File: src/rtl/hilo_pkg.sv
// rtl/hilo_pkg.sv - shared state encoding and widths for the HI/LO multiply/divide unit
package hilo_pkg;

    localparam int HILO_W     = 32;
    localparam int HILO_ITERS = 32;

    typedef enum logic [1:0] {
        IDLE = 2'd0,
        MULT = 2'd1,
        DIV  = 2'd2,
        FIX  = 2'd3
    } hilo_state_t;

endpackage

File: src/rtl/abs_neg32.sv
// rtl/abs_neg32.sv - conditional two's-complement negate; inc is the carry into the low bit
module abs_neg32
    import hilo_pkg::*;
(
    input  logic [HILO_W-1:0] x,
    input  logic              neg,
    input  logic              inc,
    output logic [HILO_W-1:0] y
);

    assign y = neg ? (~x + {{(HILO_W-1){1'b0}}, inc}) : x;

endmodule

File: src/rtl/hilo_muldiv.sv
// rtl/hilo_muldiv.sv - 33-cycle iterative signed multiply/divide producing HI/LO
// Optional macro HILO_DIV_ZERO_EXC_EN: trap divide-by-zero at the start edge.
module hilo_muldiv
    import hilo_pkg::*;
(
    input  logic              clk,
    input  logic              reset,
    input  logic              start_mult,
    input  logic              start_div,
    input  logic [HILO_W-1:0] a,
    input  logic [HILO_W-1:0] b,
    output logic [HILO_W-1:0] hi_out,
    output logic [HILO_W-1:0] lo_out,
    output logic              busy,
    output logic              done,
    output logic              div_zero
);

    hilo_state_t         state, state_d;
    logic [4:0]          cnt;
    logic [2*HILO_W-1:0] acc;
    logic [HILO_W-1:0]   opm;
    logic                is_div, neg_lo, neg_hi;
    logic [HILO_W-1:0]   mag_a, mag_b, hi_fix, lo_fix;
    logic [HILO_W:0]     mul_sum, div_shift, div_diff;
    logic                div_ge, last, dz_trap, hi_inc;

`ifdef HILO_DIV_ZERO_EXC_EN
    assign dz_trap = (b == '0);
`else
    assign dz_trap = 1'b0;
`endif

    abs_neg32 u_mag_a (.x(a), .neg(a[HILO_W-1]), .inc(1'b1), .y(mag_a));
    abs_neg32 u_mag_b (.x(b), .neg(b[HILO_W-1]), .inc(1'b1), .y(mag_b));

    // 64-bit product negation: the high half only takes the carry when the low half is zero
    assign hi_inc = is_div | (acc[HILO_W-1:0] == '0);
    abs_neg32 u_fix_lo (.x(acc[HILO_W-1:0]), .neg(neg_lo), .inc(1'b1), .y(lo_fix));
    abs_neg32 u_fix_hi (.x(acc[2*HILO_W-1:HILO_W]), .neg(neg_hi), .inc(hi_inc), .y(hi_fix));

    // acc is {partial product, multiplier} for MULT and {remainder, dividend/quotient} for DIV
    assign mul_sum   = {1'b0, acc[2*HILO_W-1:HILO_W]} + (acc[0] ? {1'b0, opm} : '0);
    assign div_shift = {acc[2*HILO_W-1:HILO_W], acc[HILO_W-1]};
    assign div_ge    = (div_shift >= {1'b0, opm});
    assign div_diff  = div_shift - {1'b0, opm};
    assign last      = (cnt == 5'(HILO_ITERS - 1));
    assign busy      = (state != IDLE);

    always_ff @(posedge clk or posedge reset) begin
        if (reset) state <= IDLE;
        else       state <= state_d;
    end

    always_comb begin
        state_d = state;
        case (state)
            IDLE: begin
                if (start_mult)                 state_d = MULT;
                else if (start_div && !dz_trap) state_d = DIV;
            end
            MULT, DIV: if (last) state_d = FIX;
            FIX:       state_d = IDLE;
            default:   state_d = IDLE;
        endcase
    end

    always_ff @(posedge clk or posedge reset) begin
        if (reset) begin
            cnt    <= '0;
            acc    <= '0;
            opm    <= '0;
            is_div <= 1'b0;
            neg_lo <= 1'b0;
            neg_hi <= 1'b0;
            hi_out <= '0;
            lo_out <= '0;
            done   <= 1'b0;
        end else begin
            done <= 1'b0;
            case (state)
                IDLE: begin
                    cnt <= '0;
                    if (start_mult) begin
                        acc    <= {{HILO_W{1'b0}}, mag_b};
                        opm    <= mag_a;
                        is_div <= 1'b0;
                        neg_lo <= a[HILO_W-1] ^ b[HILO_W-1];
                        neg_hi <= a[HILO_W-1] ^ b[HILO_W-1];
                    end else if (start_div && dz_trap) begin
                        done <= 1'b1;
                    end else if (start_div) begin
                        acc    <= {{HILO_W{1'b0}}, mag_a};
                        opm    <= mag_b;
                        is_div <= 1'b1;
                        neg_lo <= a[HILO_W-1] ^ b[HILO_W-1];
                        neg_hi <= a[HILO_W-1];
                    end
                end
                MULT: begin
                    acc <= {mul_sum, acc[HILO_W-1:1]};
                    cnt <= cnt + 5'd1;
                end
                DIV: begin
                    acc <= {(div_ge ? div_diff[HILO_W-1:0] : div_shift[HILO_W-1:0]),
                            acc[HILO_W-2:0], div_ge};
                    cnt <= cnt + 5'd1;
                end
                FIX: begin
                    hi_out <= hi_fix;
                    lo_out <= lo_fix;
                    done   <= 1'b1;
                end
                default: ;
            endcase
        end
    end

`ifdef HILO_DIV_ZERO_EXC_EN
    always_ff @(posedge clk or posedge reset) begin
        if (reset) div_zero <= 1'b0;
        else       div_zero <= (state == IDLE) && !start_mult && start_div && dz_trap;
    end
`else
    assign div_zero = 1'b0;
`endif

endmodule

File: config.mk
export PLATFORM = sky130hd
export DESIGN_NAME = hilo_muldiv
export DESIGN_NICKNAME = d
export VERILOG_FILES = /design/src/rtl/hilo_pkg.sv /design/src/rtl/abs_neg32.sv /design/src/rtl/hilo_muldiv.sv
export SDC_FILE = /design/constraint.sdc
export NUM_CORES = 1
export LEC_CHECK = 0
export CAP_MARGIN = 10
export CORE_MARGIN = 2
export CORE_UTILIZATION = 45
export DETAILED_ROUTE_END_ITERATION = 12
export MAX_ROUTING_LAYER = met4
export PLACE_DENSITY = 0.76
export SLEW_MARGIN = 25
export SYNTH_ARGS = -nofsm -noshare
export SYNTH_HDL_FRONTEND = slang
export SYNTH_HIERARCHICAL = 1
export SYNTH_SLANG_ARGS = --single-unit
export TNS_END_PERCENT = 100
File: constraint.sdc
create_clock -name clk -period 7.4 [get_ports clk]
set_input_delay 1.11 -clock clk [delete_from_list [all_inputs] [get_ports clk]]
set_output_delay 1.11 -clock clk [all_outputs]
set_load 0.03 [all_outputs]
After elaboration in Yosys (flattened, before gate mapping). Cells that the tools add are included.

Bits in registers: 171. Bits in latches: 0. Memory bits (writable): 0. Bits in read-only memories: 0. Input port bits: 68. Output and inout bits: 67. Logic and storage cells: 63. Memories: 0.

Add/sub/neg operators: 7. Multipliers: 0. Divide/modulo/power cells: 0. Order comparisons: 1. Equal/unequal tests: 6. Shift-type cells: 0. Mux-type cells: 23. Bitwise gates (word level): 6. Reduce and logical (&&, ||, !) cells: 10.

Operators by type and width (number): 2-to-1 mux 32 bit (8); case mux 64 bit (3 select lines) (1); 2-to-1 mux 64 bit (2); inverter 32 bit (4); adder 32 x 1 -> 32 bit, second input constant (3); adder 32 x 32 -> 33 bit (1); >= comparator 33 x 32 -> 1 bit (1); adder 32 x 1 -> 32 bit (1); zero test 32 bit (1); subtractor 32 bit (1); case mux 5 bit (2 select lines) (1); 2-to-1 mux 1 bit (7); 2-to-1 mux 2 bit (3); case mux 2 bit (3 select lines) (1); AND reduction 2 bit (3); nonzero test 2 bit (3); adder 5 x 1 -> 5 bit, second input constant (1); == test 5 bit, second input constant (1); == test 2 bit, second input constant (2); != test 3 bit, second input constant (1); nonzero test 3 bit (1); == test 2 x 1 -> 1 bit, second input constant (1); zero test 2 bit (1); != test 2 x 1 -> 1 bit, second input constant (1); 3 further kinds (3).

Longest topological paths before layout.
Word-level depth: 6. Mapped depth: 14.

Hierarchy. The synthesis kept the hierarchy.

By module, submodules not included: hilo_muldiv (instances 1, cells an instance 1288, area each 11828.8 um^2, seq. area each 4279.1 um^2); abs_neg32 (u_fix_hi ...) (instances 3, cells an instance 110, area each 793.3 um^2, seq. area each 0.0 um^2); abs_neg32 (u_mag_b) (instances 1, cells an instance 109, area each 870.8 um^2, seq. area each 0.0 um^2).

Worst setup path after synthesis. No wires, ideal clock.

Kind: register to register. From: register acc[37]. To: register acc[54]. Setup time: 0.126 ns. Data arrival time: 3.117 ns. Required time: 7.274 ns. Path slack: 4.157 ns. Cell stages (with the launch flop): 12. Buffers on the path: 1. Cells stage by stage: dfrtp_1 -> ha_1 -> a21o_1 -> a311oi_2 -> nand4b_2 -> a2111oi_4 -> o31a_4 -> o211ai_4 -> and2_4 -> buf_6 -> mux2_4 -> a221o_1.

Cells in the longest elaborated chain, start to end: 3.

RTL lines: start: declaration (line hilo_muldiv.sv:21) `logic [2*HILO_W-1:0] acc;`; start signal: assignment (line hilo_muldiv.sv:85) `acc <= {{HILO_W{1'b0}}, mag_b};`; start signal: assignment (line hilo_muldiv.sv:93) `acc <= {{HILO_W{1'b0}}, mag_a};`; start signal: assignment (line hilo_muldiv.sv:101) `acc <= {mul_sum, acc[HILO_W-1:1]};`; subtractor 32 bit / >= comparator 33 x 32 -> 1 bit (equally long branches) (line hilo_muldiv.sv:46, hilo_muldiv.sv:45); 2-to-1 mux 32 bit (line hilo_muldiv.sv:105) `acc <= {(div_ge ? div_diff[HILO_W-1:0] : div_shift[HILO_W-1:0]),`; case mux 64 bit (3 select lines) * (line hilo_muldiv.sv:81) `case (state)`.

Every way passes the cells marked *; elsewhere a longest branch is shown, timed or not. A chain may end at the register's enable or synchronous reset.

Final worst setup path.
From: register acc[0]. To: register acc[57].

Cells in the longest elaborated chain, start to end: 3.

RTL lines: 2-to-1 mux 32 bit (line hilo_muldiv.sv:43) `assign mul_sum = {1'b0, acc[2*HILO_W-1:HILO_W]} + (acc[0] ? {1'b0, opm} : '0);`; adder 32 x 32 -> 33 bit (line hilo_muldiv.sv:43); case mux 64 bit (3 select lines) (line hilo_muldiv.sv:81).

No other way between the ends.

==> reports/metrics.sh <==
RUN_STATUS='finished, final reports clean'
MAX_SLEW_VIO_COUNT=0
CRIT_PATH_CELL_TRACE='buf_4, and2_1, ha_1, inv_1, fa_1, nor2b_1, o31a_1, o41a_1, o2111ai_1, a21o_1, a311oi_1, o31a_1, nor3_1, a221o_1'
PATH_CLK_SLEW_NS=0.07
REPORT.FINAL.HOLD_VIOL_COUNT=0
ROUTED-VIA-COUNT=13828
SYNTHESIS.YOSYS.WARNINGS=6
SW_FRAC=0.4797
SYNTH.YOSYS.SEQ_AREA_SHARE=0.2838
CTS-RESIZED-GATES=0
SYNTHDOMINANTCELLAREASHARE=0.2838
DRT_FIRST_PASS_ITERS=5
CTS-ROOT-BUF='sky130_fd_sc_hd__clkbuf_16'
COMBPWRFRAC=0.576
POWER_LEAKAGE_nW=7.072
POSTCTSHOLDBUFS=0
DRT-INITIAL-DRC-COUNT=1191
FINALNETCOUNT=1962
YOSYSUNIQUECELLTYPES=89
FIRST_GLOBAL_VIAS=13080
SYN-CELL-AREA_SQ_UM=15080
POST-CTS-SETUP-BUFFER-COUNT=0
TIMING.FMAX_GHz=0.2546
POSTROUTEWIRELENGTH_UM=44180
MIN_PERIOD_OVER_PERIOD=0.5309
AREA_GROWTH_SYN_TO_LAYOUT_PCT=15.23
INSERTEDDIODECOUNT=0
PERIOD_NEEDED_NS=3.928
DIE_AREA_SQ_UM=34990
FLOORPLAN.INITIALDENSITY=0.4531
ROUTE.DETAILED.WL_PER_INST_UM=19.46
GRT_ANTENNA_BEFORE_REPAIR=0
MAXCAPVIOLCOUNT=0
SYNTH.AVG_CELL_AREA_SQ_UM=8.732
PWR-SHARE-CLK=0.144
YOSYS_MOST_USED_DFF='sky130_fd_sc_hd__dfrtp_1'
SETUP_CRIT_END='acc[57]'
GRT_USE_TOTAL=0.2574
POST_SYNTH_TOP_AREA_CELL='sky130_fd_sc_hd__dfrtp_1'
CRIT_CELLS=14
BUFFER_PORTS.INSERTED=133
WORST_SLEW_PIN_SLEW_NS=1.005
COREAREA_SQ_UM=33280
CPPEAKSTAGEDELAY_NS=0.57
FINAL_LAYOUT_SIZE_SUFFIX_GT1_FRAC=0.1092
OVERALL_DIE_WIDTH_UM=187.1
IO-PIN-COUNT=135
NETLIST_INSTANCES=1727
TIMING.CRITICAL_PATH.FROM_TYPE='flop'
SETUP.REG_TO_REG.WORST_SLACK_NS=3.47
GRT_PASS1_WL_UM=70810
ARRIVAL_NS=4.25
END_KIND='flop'
GRT_SETUP_UNREPAIRED='false'
DRT-VIAS-PER-INSTANCE=6.092
SYNTH_SEQ_CELLS=171
KIND_OF_CELL_ADDING_THE_MOST_DELAY_TO_THE_CRITICAL_PATH='compound AO/OA/AOI/OAI gates'
SYNTH_COMPOUND_GATE_AREA_SHARE=0.2182
DIE_H_UM=187.1
REG2REG_DEPTH=14
TRITONCTS_NUM_SINKS=171
CTS_MADE_BUFFERS=17
STDCELL_COUNT=2270
CRIT_PATH_FREQUENT_CELL='sky130_fd_sc_hd__o31a_1'
SYNTH-SIMPLE-AREA-SHARE=0.1796
WORST_CLOCK_SKEW_NS=0.01440
POST-ROUTE-DRC-COUNT=0
TIMING.SETUP.CRITICAL_PATH_CLASS='reg2reg'
ROWS=67
TIMING.FINAL.SETUP_VIOLATIONS=0
POST_SYNTH_EDFFS=0
CP_NUM_BUF_INV=2
NETLIST_TOP_CELLS_COUNT='sky130_fd_sc_hd__nand2_1, sky130_fd_sc_hd__dfrtp_1, sky130_fd_sc_hd__o21ai_0'
POWER.IR.VDD_WORST_uV=255.6
STARTPOINT='acc[0]'
POWER.SWITCHING_mW=3.222
POST-DP-HPWL_UM=33560
SEQUENTIALPOWERSHARE=0.280
OVERFLOW=0
SYNTH.TOP_CELLS.BY_AREA='sky130_fd_sc_hd__dfrtp_1, sky130_fd_sc_hd__xnor2_1, sky130_fd_sc_hd__mux2_2'
MOST_NUMEROUS_CELL_IN_THE_YOSYS_NETLIST='sky130_fd_sc_hd__nand2_1'
PATH_MAX_FANOUT=26
COMBINATIONAL_FAMILY_WITH_THE_MOST_AREA_AFTER_SYNTHESIS='compound AO/OA/AOI/OAI gates'
GRT_MAX_DEGREE=94
POWER.DENSITY_CELL_AREA_nW_PER_UM2=386.5
CRITICAL_PATH.REG2REG.STARTPOINT='acc[0]'
CLOCK_INSERTION_DELAY_WORST_SKEW_NS=0.45
SETUP_TOTAL_NEGATIVE_SLACK_NS=0
CRITICAL_PATH.REG2REG.ENDPOINT='acc[57]'
DP.CELLS=2238
SYNTH_ADDER_AREA_SHARE=0.07152
WORST_SLEW_MARGIN_REL=0.3287
CTS_TREE='built'
DETAIL-ROUTE-ANTENNA-NETS=0
ASYNCSETRESETFLOPFRACSYNTH=1.000
GLOBALPLACE.CONGESTION=0.9607
WORST_PATH_MAX_DELAY_CELL='sky130_fd_sc_hd__dfrtp_1'
CRITICAL_PATH_RT_NS=7.72
POWER.INTERNAL_mW=3.495
WORST_HOLD_PATH_TYPE='reg2reg'
CTSLONGESTPATHBUFFERS=2
CLOCK_TREE.HTREE_LEVEL_COUNT=4
POST_SYNTH_XOR_AREA_FRACTION=0.09932
POST_SYNTH_MUX_AREA_SHARE=0.1086
==> state kept, by name, summed over array words and instances (netlist names) <==
register  count
neg_lo        1
opm          32
hi_out       32
lo_out       32
cnt           5
is_div        1
neg_hi        1
acc          64
done          1
state         2
==> worst min path at each step <==
stage,startpoint,endpoint,slack [ns],cells past startpoint
floorplan,cnt[4],cnt[4],0.46,2
global placement,cnt[4],cnt[4],0.48,2
detailed placement,opm[14],opm[14],0.49,2
CTS,opm[14],opm[14],0.51,2
global route,hi_out[20],hi_out[20],0.52,1
finish,opm[14],opm[14],0.50,2
==> worst min-delay path: cells and delay by family, from the launching register on <==
kind               cells  cell delay (ns)
AOI/OAI and AO/OA      1             0.06
DFF                    1             0.36
and+or+nand+nor        1             0.05
==> metal layers <==
metal	up-vias	routed length (um)	track usage
met5	-	0	-
met4	0	1268	0.08333
met3	86	3229	0.03527
met2	611	20160	0.4073
met1	6617	19520	0.3410
li1	6514	-	-
==> logic make-up after synthesis <==
| logic type | after synthesis |
|---|---|
| buf+inv | 150 |
| other cells | 2 |
| xor+xnor | 171 |
| fa+ha+maj | 85 |
| simple gates | 508 |
| flops | 171 |
| mux | 150 |
| compound gates | 490 |
==> metrics by stage <==
step | instance area, sq um | hold WS (ns) | power [mW] | worst slack, ns | utilization
3_3_place_gp | 16760 | 0.4757 | 5.617 | 3.554 | 0.5037
5_1_grt | 17380 | 0.5221 | 7.174 | 3.257 | 0.5221
6_report | 17380 | 0.5020 | 6.717 | 3.472 | 0.5221
2_1_floorplan | 15100 | 0.4594 | 4.486 | 1.658 | -
4_1_cts | 17370 | 0.5060 | 6.687 | 3.536 | 0.5220
3_5_place_dp | 16760 | 0.4906 | 5.703 | 3.525 | 0.5037
==> layout make-up <==
cell class	instances	area, sq um
Tap cell	448	560.5
Timing Repair Buffer	148	1443
Inverter	60	230.2
Sequential cell	171	4279
Clock inverter	13	177.7
Multi-Input combinational cell	1411	10250
Clock buffer	19	432.9
Fill cell	3116	15900
==> cell usage in the layout, fill, tap and decap left out, drive strengths merged, types with 13 or more instances in the layout <==
cell type and count:
a21o 25, nor2 65, nor3 29, mux2 100
nand3 34, o21ai 194, clkdlybuf4s50 132, xor2 21
o31ai 43, mux2i 50, and2 37, clkbuf 19
and3 15, nand2 188, inv 67, buf 16
nor4 26, a21oi 51, nand2b 19, o41ai 33
or4 13, ha 83, a22oi 45, nand4 26
xnor2 150, o21a 14, dfrtp 171
==> power by group through the flow <==
stage	Combinational [mW]	Clock, mW	Sequential (mW)
after CTS	3.85	0.974	1.87
final	3.87	0.966	1.88
after global routing	4.23	1.01	1.93
after global placement	3.75	0	1.86
after detailed placement	3.82	0	1.89
after floorplan	2.52	0	1.97
No activity file was read; power rests on OpenSTA's default activity.
